**src/rtl/arb_out_fifo.sv**
```systemverilog
// First-word-fall-through FIFO behind the 3-input priority arbiter.
// The arbiter cannot be stalled, so words arriving while full are dropped and counted.
`ifndef WORD_BITS
`define WORD_BITS 32
`endif

module arb_out_fifo #(
  parameter int unsigned p_st_bits   = `WORD_BITS,
  parameter int unsigned p_depth     = 8,
  parameter int unsigned p_addr_bits = 3,
  parameter int unsigned p_drop_bits = 8
) (
  input  logic                   clk,
  input  logic                   rst,
  input  logic [p_st_bits-1:0]   iSnk0Data,
  input  logic                   iSnk0Valid,
  output logic [p_st_bits-1:0]   oSrc0Data,
  output logic                   oSrc0Valid,
  input  logic                   iSrc0Ready,
  output logic                   oFull,
  output logic                   oEmpty,
  output logic [p_addr_bits:0]   oCount,
  output logic                   oOverflow,
  input  logic                   iClrOverflow,
  output logic [p_drop_bits-1:0] oDropCnt
);

  localparam int unsigned CntBits = p_addr_bits + 1;
  localparam logic [CntBits-1:0]     DepthVal = CntBits'(p_depth);
  localparam logic [p_drop_bits-1:0] DropMax  = {p_drop_bits{1'b1}};

  logic [p_st_bits-1:0]   mem_q [p_depth];
  logic [p_addr_bits-1:0] wr_ptr_q, wr_ptr_d;
  logic [p_addr_bits-1:0] rd_ptr_q, rd_ptr_d;
  logic [CntBits-1:0]     count_q, count_d;
  logic                   overflow_q, overflow_d;
  logic [p_drop_bits-1:0] drop_cnt_q, drop_cnt_d;

  logic full_c, empty_c, push_c, pop_c, drop_c;

  // Status and handshake terms, all derived from registered occupancy
  always_comb begin
    full_c  = (count_q == DepthVal);
    empty_c = (count_q == '0);
    pop_c   = ~empty_c & iSrc0Ready;
    push_c  = iSnk0Valid & (~full_c | pop_c);
    drop_c  = iSnk0Valid & full_c & ~pop_c;
  end

  // Next-state for pointers, occupancy and overflow accounting
  always_comb begin
    wr_ptr_d   = wr_ptr_q;
    rd_ptr_d   = rd_ptr_q;
    count_d    = count_q;
    overflow_d = overflow_q;
    drop_cnt_d = drop_cnt_q;

    if (push_c) wr_ptr_d = wr_ptr_q + p_addr_bits'(1);
    if (pop_c)  rd_ptr_d = rd_ptr_q + p_addr_bits'(1);

    if (push_c && !pop_c)      count_d = count_q + CntBits'(1);
    else if (pop_c && !push_c) count_d = count_q - CntBits'(1);

    // A drop in the same cycle as a clear restarts the count at one
    if (drop_c) begin
      overflow_d = 1'b1;
      if (iClrOverflow)            drop_cnt_d = p_drop_bits'(1);
      else if (drop_cnt_q != DropMax) drop_cnt_d = drop_cnt_q + p_drop_bits'(1);
    end else if (iClrOverflow) begin
      overflow_d = 1'b0;
      drop_cnt_d = '0;
    end
  end

  always_ff @(posedge clk) begin
    if (rst) begin
      wr_ptr_q   <= '0;
      rd_ptr_q   <= '0;
      count_q    <= '0;
      overflow_q <= 1'b0;
      drop_cnt_q <= '0;
    end else begin
      wr_ptr_q   <= wr_ptr_d;
      rd_ptr_q   <= rd_ptr_d;
      count_q    <= count_d;
      overflow_q <= overflow_d;
      drop_cnt_q <= drop_cnt_d;
    end
  end

  // Storage is not reset; the reset-cycle write is suppressed so it cannot leak out
  always_ff @(posedge clk) begin
    if (push_c && !rst) mem_q[wr_ptr_q] <= iSnk0Data;
  end

  always_comb begin
    oSrc0Valid = ~empty_c;
    oSrc0Data  = empty_c ? '0 : mem_q[rd_ptr_q];
    oFull      = full_c;
    oEmpty     = empty_c;
    oCount     = count_q;
    oOverflow  = overflow_q;
    oDropCnt   = drop_cnt_q;
  end

endmodule

```
**config.mk**
```make
export PLATFORM = sky130hd
export DESIGN_NAME = arb_out_fifo
export DESIGN_NICKNAME = d
export VERILOG_FILES = /design/src/rtl/arb_out_fifo.sv
export SDC_FILE = /design/constraint.sdc
export NUM_CORES = 1
export LEC_CHECK = 0
export CAP_MARGIN = 20
export CORE_MARGIN = 5
export CORE_UTILIZATION = 40
export DETAILED_ROUTE_END_ITERATION = 7
export GPL_TIMING_DRIVEN = 0
export PLACE_DENSITY = 0.67
export SLEW_MARGIN = 0
export SYNTH_ARGS = -nofsm -noshare
export SYNTH_HDL_FRONTEND = slang
export SYNTH_SLANG_ARGS = --single-unit
export TNS_END_PERCENT = 10
```
**constraint.sdc**
```tcl
create_clock -name clk -period 8.5 [get_ports clk]
set_input_delay 1.7 -clock clk [delete_from_list [all_inputs] [get_ports clk]]
set_output_delay 1.7 -clock clk [all_outputs]
set_load 0.01 [all_outputs]
```
# After elaboration in Yosys (flattened, before gate mapping)
# Memories as Yosys holds them, arrays and structs flattened. A register that Yosys moved wholly into a read port is not among the register bits.
# Cells that the tools add are included.
[classes]
n_eq_ne = 2
n_mux = 13
add_sub_neg = 5
n_reduce_logical = 11
bitwise = 8
[ops]
columns = ["cell", "count"]
rows = [
  ["$mux 32", 1],
  ["$mux 8", 4],
  ["$add 8x1->8 const B", 1],
  ["$mux 4", 2],
  ["$ne 8x8->1 const B", 1],
  ["$add 3x1->3 const B", 2],
  ["$mux 3", 2],
  ["$reduce_bool 2->1", 3],
  ["$add 4x1->4 const B", 1],
  ["$and 1x1->1", 4],
  ["$eq 4x4->1 const B", 1],
  ["$logic_not 4->1", 1],
  ["$mux 1", 4],
  ["$sub 4x1->4 const B", 1],
  ["$logic_and 1x1->1", 3],
  ["$logic_not 1->1", 3],
  ["$not 1->1", 3],
  ["$reduce_and 2->1", 1],
  ["$or 1x1->1", 1],
]
[totals]
mem_count = 1
mem_bits_rw = 256
regBits = 19
input_bits = 37
wordCells = 45
output_inout_bits = 48
[memory_table]
columns = ["name", "words", "width", "read_ports", "rd_clocked_by_memory_dff", "write_ports", "line_no", "rtl"]
rows = [
  ["mem_q", 8, 32, 1, 1, 1, "32", "logic [p_st_bits-1:0] mem_q [p_depth];"],
]

# Depth between registers and ports, before layout
[depth]
ltp_word = 9
mapped_depth = 10
mapped_depth_nobuf = 10

# Worst setup path before layout
# Ideal clock, no wire load.
[synth_path]
path_type = "in2reg"
startpoint = "in iSrc0Ready"
endpoint = "mem mem_q[0][0] in the netlist's numbering (enable)"
setup_time_ns = 0.502
t_arrival_ns = 5.081
path_slack_ns = 2.918
required_time_ns = 7.998
path_stages = 4
n_path_buf = 0
cell_sequence = "o21ai_1 inv_2 nand2b_1 nor4_1"
[synth_via]
elab_chain_len = 6
[synth_lines]
columns = ["item", "line_no", "rtl"]
rows = [
  ["start, declared", "19", "input logic iSrc0Ready,"],
  ["$and 1x1->1", "45", "pop_c = ~empty_c & iSrc0Ready;"],
  ["$or 1x1->1", "46", "push_c = iSnk0Valid & (~full_c | pop_c);"],
  ["$and 1x1->1", "46", ""],
  ["$logic_and 1x1->1", "93", "if (push_c && !rst) mem_q[wr_ptr_q] <= iSnk0Data;"],
  ["$mux 1", "93", ""],
  ["$mux 1 (not written as such)", "93", ""],
  ["end, declared", "32", ""],
]
# No other way between the ends.

==> tab_implementation.tex <==
\begin{tabular}{lr}
\hline
Metric & Value \\
\hline
\multicolumn{2}{l}{\textbf{Synth}} \\
Cell area after synthesis & 10,800 um2 \\
Yosys warns & 0 \\
Count of different cell masters after synthesis & 43 \\
FFs w/ async S/R, synth & 0\% \\
Gate count after technology mapping & 537 \\
Mean instance size in the synthesized netlist & 20.1 um2 \\
Cells taking the most area after synthesis & edfxtp\_1 71\%, mux4\_2 13\%, dfxtp\_1 4.1\% \\
Synth top area share & 71.3\% \\
EDFF count, synth & 256 \\
Sequential share of the synthesized area & 75.4\% \\
Number of register bits inferred by synthesis & 278 \\
Dominant synthesized flop cell & edfxtp\_1 \\
Net count after synthesis & 581 \\
Largest area contributor in the netlist & edfxtp\_1 \\
\multicolumn{2}{l}{\textbf{Clock network}} \\
Number of buffers inserted for hold repair after clock tree synthesis & 0 \\
H-tree depth & 1 \\
Clock tree root driver cell & clkbuf\_16 \\
Clock slew seen by the registers of the worst setup and hold paths & around 0.06 ns \\
Maximum buffer depth of the clock tree & 3 \\
Count of instances resized after the clock tree is built & 0 \\
Clock latency at the later pin of the worst-skew pair & between 0.5 and 0.6 ns \\
Buffers inserted during post-CTS setup optimization & 0 \\
CTS tree & yes \\
TritonCTS buffer count & 28 \\
CTS Sinks & 278 \\
\multicolumn{2}{l}{\textbf{Timing}} \\
Min Tclk post-route & about 5 ns \\
Final Cycle Share & 57.6\% \\
Timing-limited maximum frequency & approximately 0.20 GHz \\
Worst-case headroom to the max-slew limit & around 28\% \\
Fin. max-slew vios & 0 \\
Sum Neg Setup Slack & 0 ns \\
Setup violation total in the final timing report & 0 \\
Setup repair after global routing missed its margin & false \\
Hold Violations, Final & 0 \\
Slew at the pin with the worst max-slew slack & roughly 1.1 ns \\
Worst Clk Skew & 0.00736 ns \\
\multicolumn{2}{l}{\textbf{Global routing}} \\
Grt met2 use & 25.4\% \\
Total congestion overflow & 0 \\
Number of global-route vias before repair & roughly 5.8k \\
Pin count of the biggest net entering global routing & 23 \\
Gr busiest metal & met2 \\
Met1 global-route usage & 19.9\% \\
Gr usage total & 14.9\% \\
Number of antenna violations at the first check in global routing & 0 \\
Global-route wire length before repair & 34,600 um \\
Met3 GRT Util & under 10\% \\
\multicolumn{2}{l}{\textbf{Floorplanning}} \\
Overall die width & 174 um \\
Die boundary height & between 150 and 200 um \\
Floorplan die area & 30,300 um2 \\
Core Rows & 60 \\
Placeable Area & 26,700 um2 \\
Initial standard-cell utilization of the core & about two fifths \\
Number of top-level pins & 85 \\
\multicolumn{2}{l}{\textbf{Setup path}} \\
Worst stage delay on the critical path & 0.69 ns \\
Top fanout value on the critical path & 10 \\
Crit path arrival time & 3.20 ns \\
Startpoint class of the critical path & flip-flop \\
Endpoint kind of the worst setup timing path & output pin \\
Cell family contributing the most delay on the critical path & buffers and inverters \\
Startpoint-to-endpoint class of the critical path & flip-flop to output pin \\
Setup slack on the worst flop-to-flop path & roughly 5.5 ns \\
Worst Path Required & 6.80 ns \\
Most used cell, CP & clkbuf\_1 \\
Buffering stage count on the worst path with inverters included & 3 \\
Critical-path cell with the highest stage delay & clkbuf\_1 \\
Ordered cell list for the critical path & clkbuf\_1 -> clkbuf\_1 -> mux4\_2 -> mux2i\_1 -> nor2\_1 -> clkdlybuf4s50\_1 \\
\multicolumn{2}{l}{\textbf{Outcome}} \\
Run status & complete, no violations \\
\multicolumn{2}{l}{\textbf{Layout}} \\
Filler instances & 2,160 \\
Signed area change from the synthesized netlist to the final layout & 22.7\% \\
Fraction of layout cells with a size suffix above 1 & 21.4\% \\
Total inserted antenna cells & 0 \\
Number of cells in the finished layout apart from fillers & between 1k and 1.5k \\
Total Nets Final & 717 \\
\multicolumn{2}{l}{\textbf{Power}} \\
Total power divided by cell area & 278 nW/um2 \\
VDD IR-drop max & between 0.1 and 0.15 mV \\
Leakage dissipation & between 4 and 5 nW \\
\multicolumn{2}{l}{\textbf{Route}} \\
DRC violations left & 0 \\
Vias per cell & 5.30 \\
Number of nets still failing antenna checks after routing & 0 \\
Routed length per placed instance & 22.0 um \\
Violation count after the first detailed-routing iteration & 378 \\
Initial DRT Pass Iterations & 5 \\
Total length of routed wires & 22,800 um \\
Total vias in the final route & 5,474 \\
\multicolumn{2}{l}{\textbf{Placed design}} \\
Global placement routability congestion & approximately 0.8 \\
HPWL reported at the end of detailed placement & about 15,000 um \\
Number of input and output port buffers inserted & 84 \\
Post-Place Cells & 984 \\
\multicolumn{2}{l}{\textbf{Min path}} \\
Type of the most critical hold path & flip-flop to flip-flop \\
\multicolumn{2}{l}{\textbf{Flow run}} \\
Number of max-cap violations & 0 \\
\hline
\end{tabular}
-- synthesized netlist by cell type (2+ instances only) --
cell type / instances
ha_1: 6
buf_2: 7
a211oi_1: 2
edfxtp_1: 256
buf_1: 4
nand3_1: 8
mux2i_1: 35
clkbuf_1: 15
xor2_1: 4
nor2_1: 51
dfxtp_1: 22
nand2b_1: 3
inv_2: 2
inv_1: 2
nand2_1: 14
nor4_1: 2
mux4_2: 64
a21oi_1: 9
or4_1: 3
nor3_1: 4
a31oi_1: 2
-- per-stage QoR --
step | setup slack (ns) | power (mW) | hold WS [ns] | util [%] | cell area, um2
2_1_floorplan | 2.92 | 2.16 | 0.454 | - | 10800
6_report | 3.60 | 3.68 | 0.485 | 49.5 | 13200
3_5_place_dp | 3.84 | 2.57 | 0.463 | 46.2 | 12300
4_1_cts | 3.57 | 3.73 | 0.484 | 49.5 | 13200
5_1_grt | 3.33 | 3.86 | 0.521 | 49.5 | 13200
3_3_place_gp | -1.13 | 2.55 | 0.467 | 45.1 | 12100
-- worst paths after layout --
| check | startpoint | to | depth (start not counted) |
|---|---|---|---|
| setup / recovery | flip-flop | oSrc0Data[15] | 6 |
| hold / removal | oOverflow$_SDFFE_PP0P_ | oOverflow$_SDFFE_PP0P_ | 2 |
| setup reg to reg | oCount[0]$_SDFFE_PP0P_ | mem_q[1][19]$_DFFE_PP_ | 8 |
| hold reg to reg | oOverflow$_SDFFE_PP0P_ | oOverflow$_SDFFE_PP0P_ | 2 |
-- kinds of logic after synthesis --
group	synth area share, %
and+or+nand+nor	3.98
muxes	16.7
xor gates and xnor gates	0.406
DFF	75.4
adders and majority gates	0.882
buffers and inverters	1.21
AOI/OAI and AO/OA	1.44
-- final cells by class --
cell class	instances	area [um2]	area share (%)
buffer	26	106	0.804
clock buffer	37	786	5.94
inverter	5	23.8	0.180
tap	341	427	3.22
multi-input combinational	228	2580	19.5
sequential	278	8130	61.4
clock inverter	12	95.1	0.719
timing repair buffer	106	1090	8.21
-- cell usage in the layout (no fill, tap or decap), drive strengths merged, types with 3 or more instances in the layout --
cell	n
clkbuf	52
a21oi	9
clkinv	10
nor3	4
clkdlybuf4s50	84
mux2i	35
nand2	14
edfxtp	256
dfxtp	22
nand3	8
buf	33
ha	6
or4	3
nor2	51
nand2b	3
inv	4
xor2	4
mux4	64
-- state kept, by name, summed over array words and instances, names as in the netlist, named ones only --
register   count
oCount         4
rd_ptr_q       3
wr_ptr_q       3
oDropCnt       8
mem_q        256
oOverflow      1
-- layer usage --
layer | vias to the layer above | routed length, um
li1 | 2448 | -
met1 | 2824 | 9580
met2 | 174 | 11400
met3 | 28 | 1500
met4 | 0 | 316
met5 | - | 0
-- worst register-to-register path: stages (launching register included) --
cell	delay, ns
dfxtp_1	0.46
or4b_4	0.21
o21ai_1	0.10
inv_2	0.13
nand2_1	0.21
nor4_2	0.86
buf_4	0.33
buf_4	0.20
buf_4	0.19
-- power breakdown --
part           total, mW  switching, mW  leakage, nW  internal [mW]
sequential          1.56         0.0209         2.49           1.53
combinational      0.968          0.468         1.22          0.499
clock               1.16          0.481        0.426          0.676
total               3.68          0.971         4.14           2.71
Power figures use the tool's default switching activity.
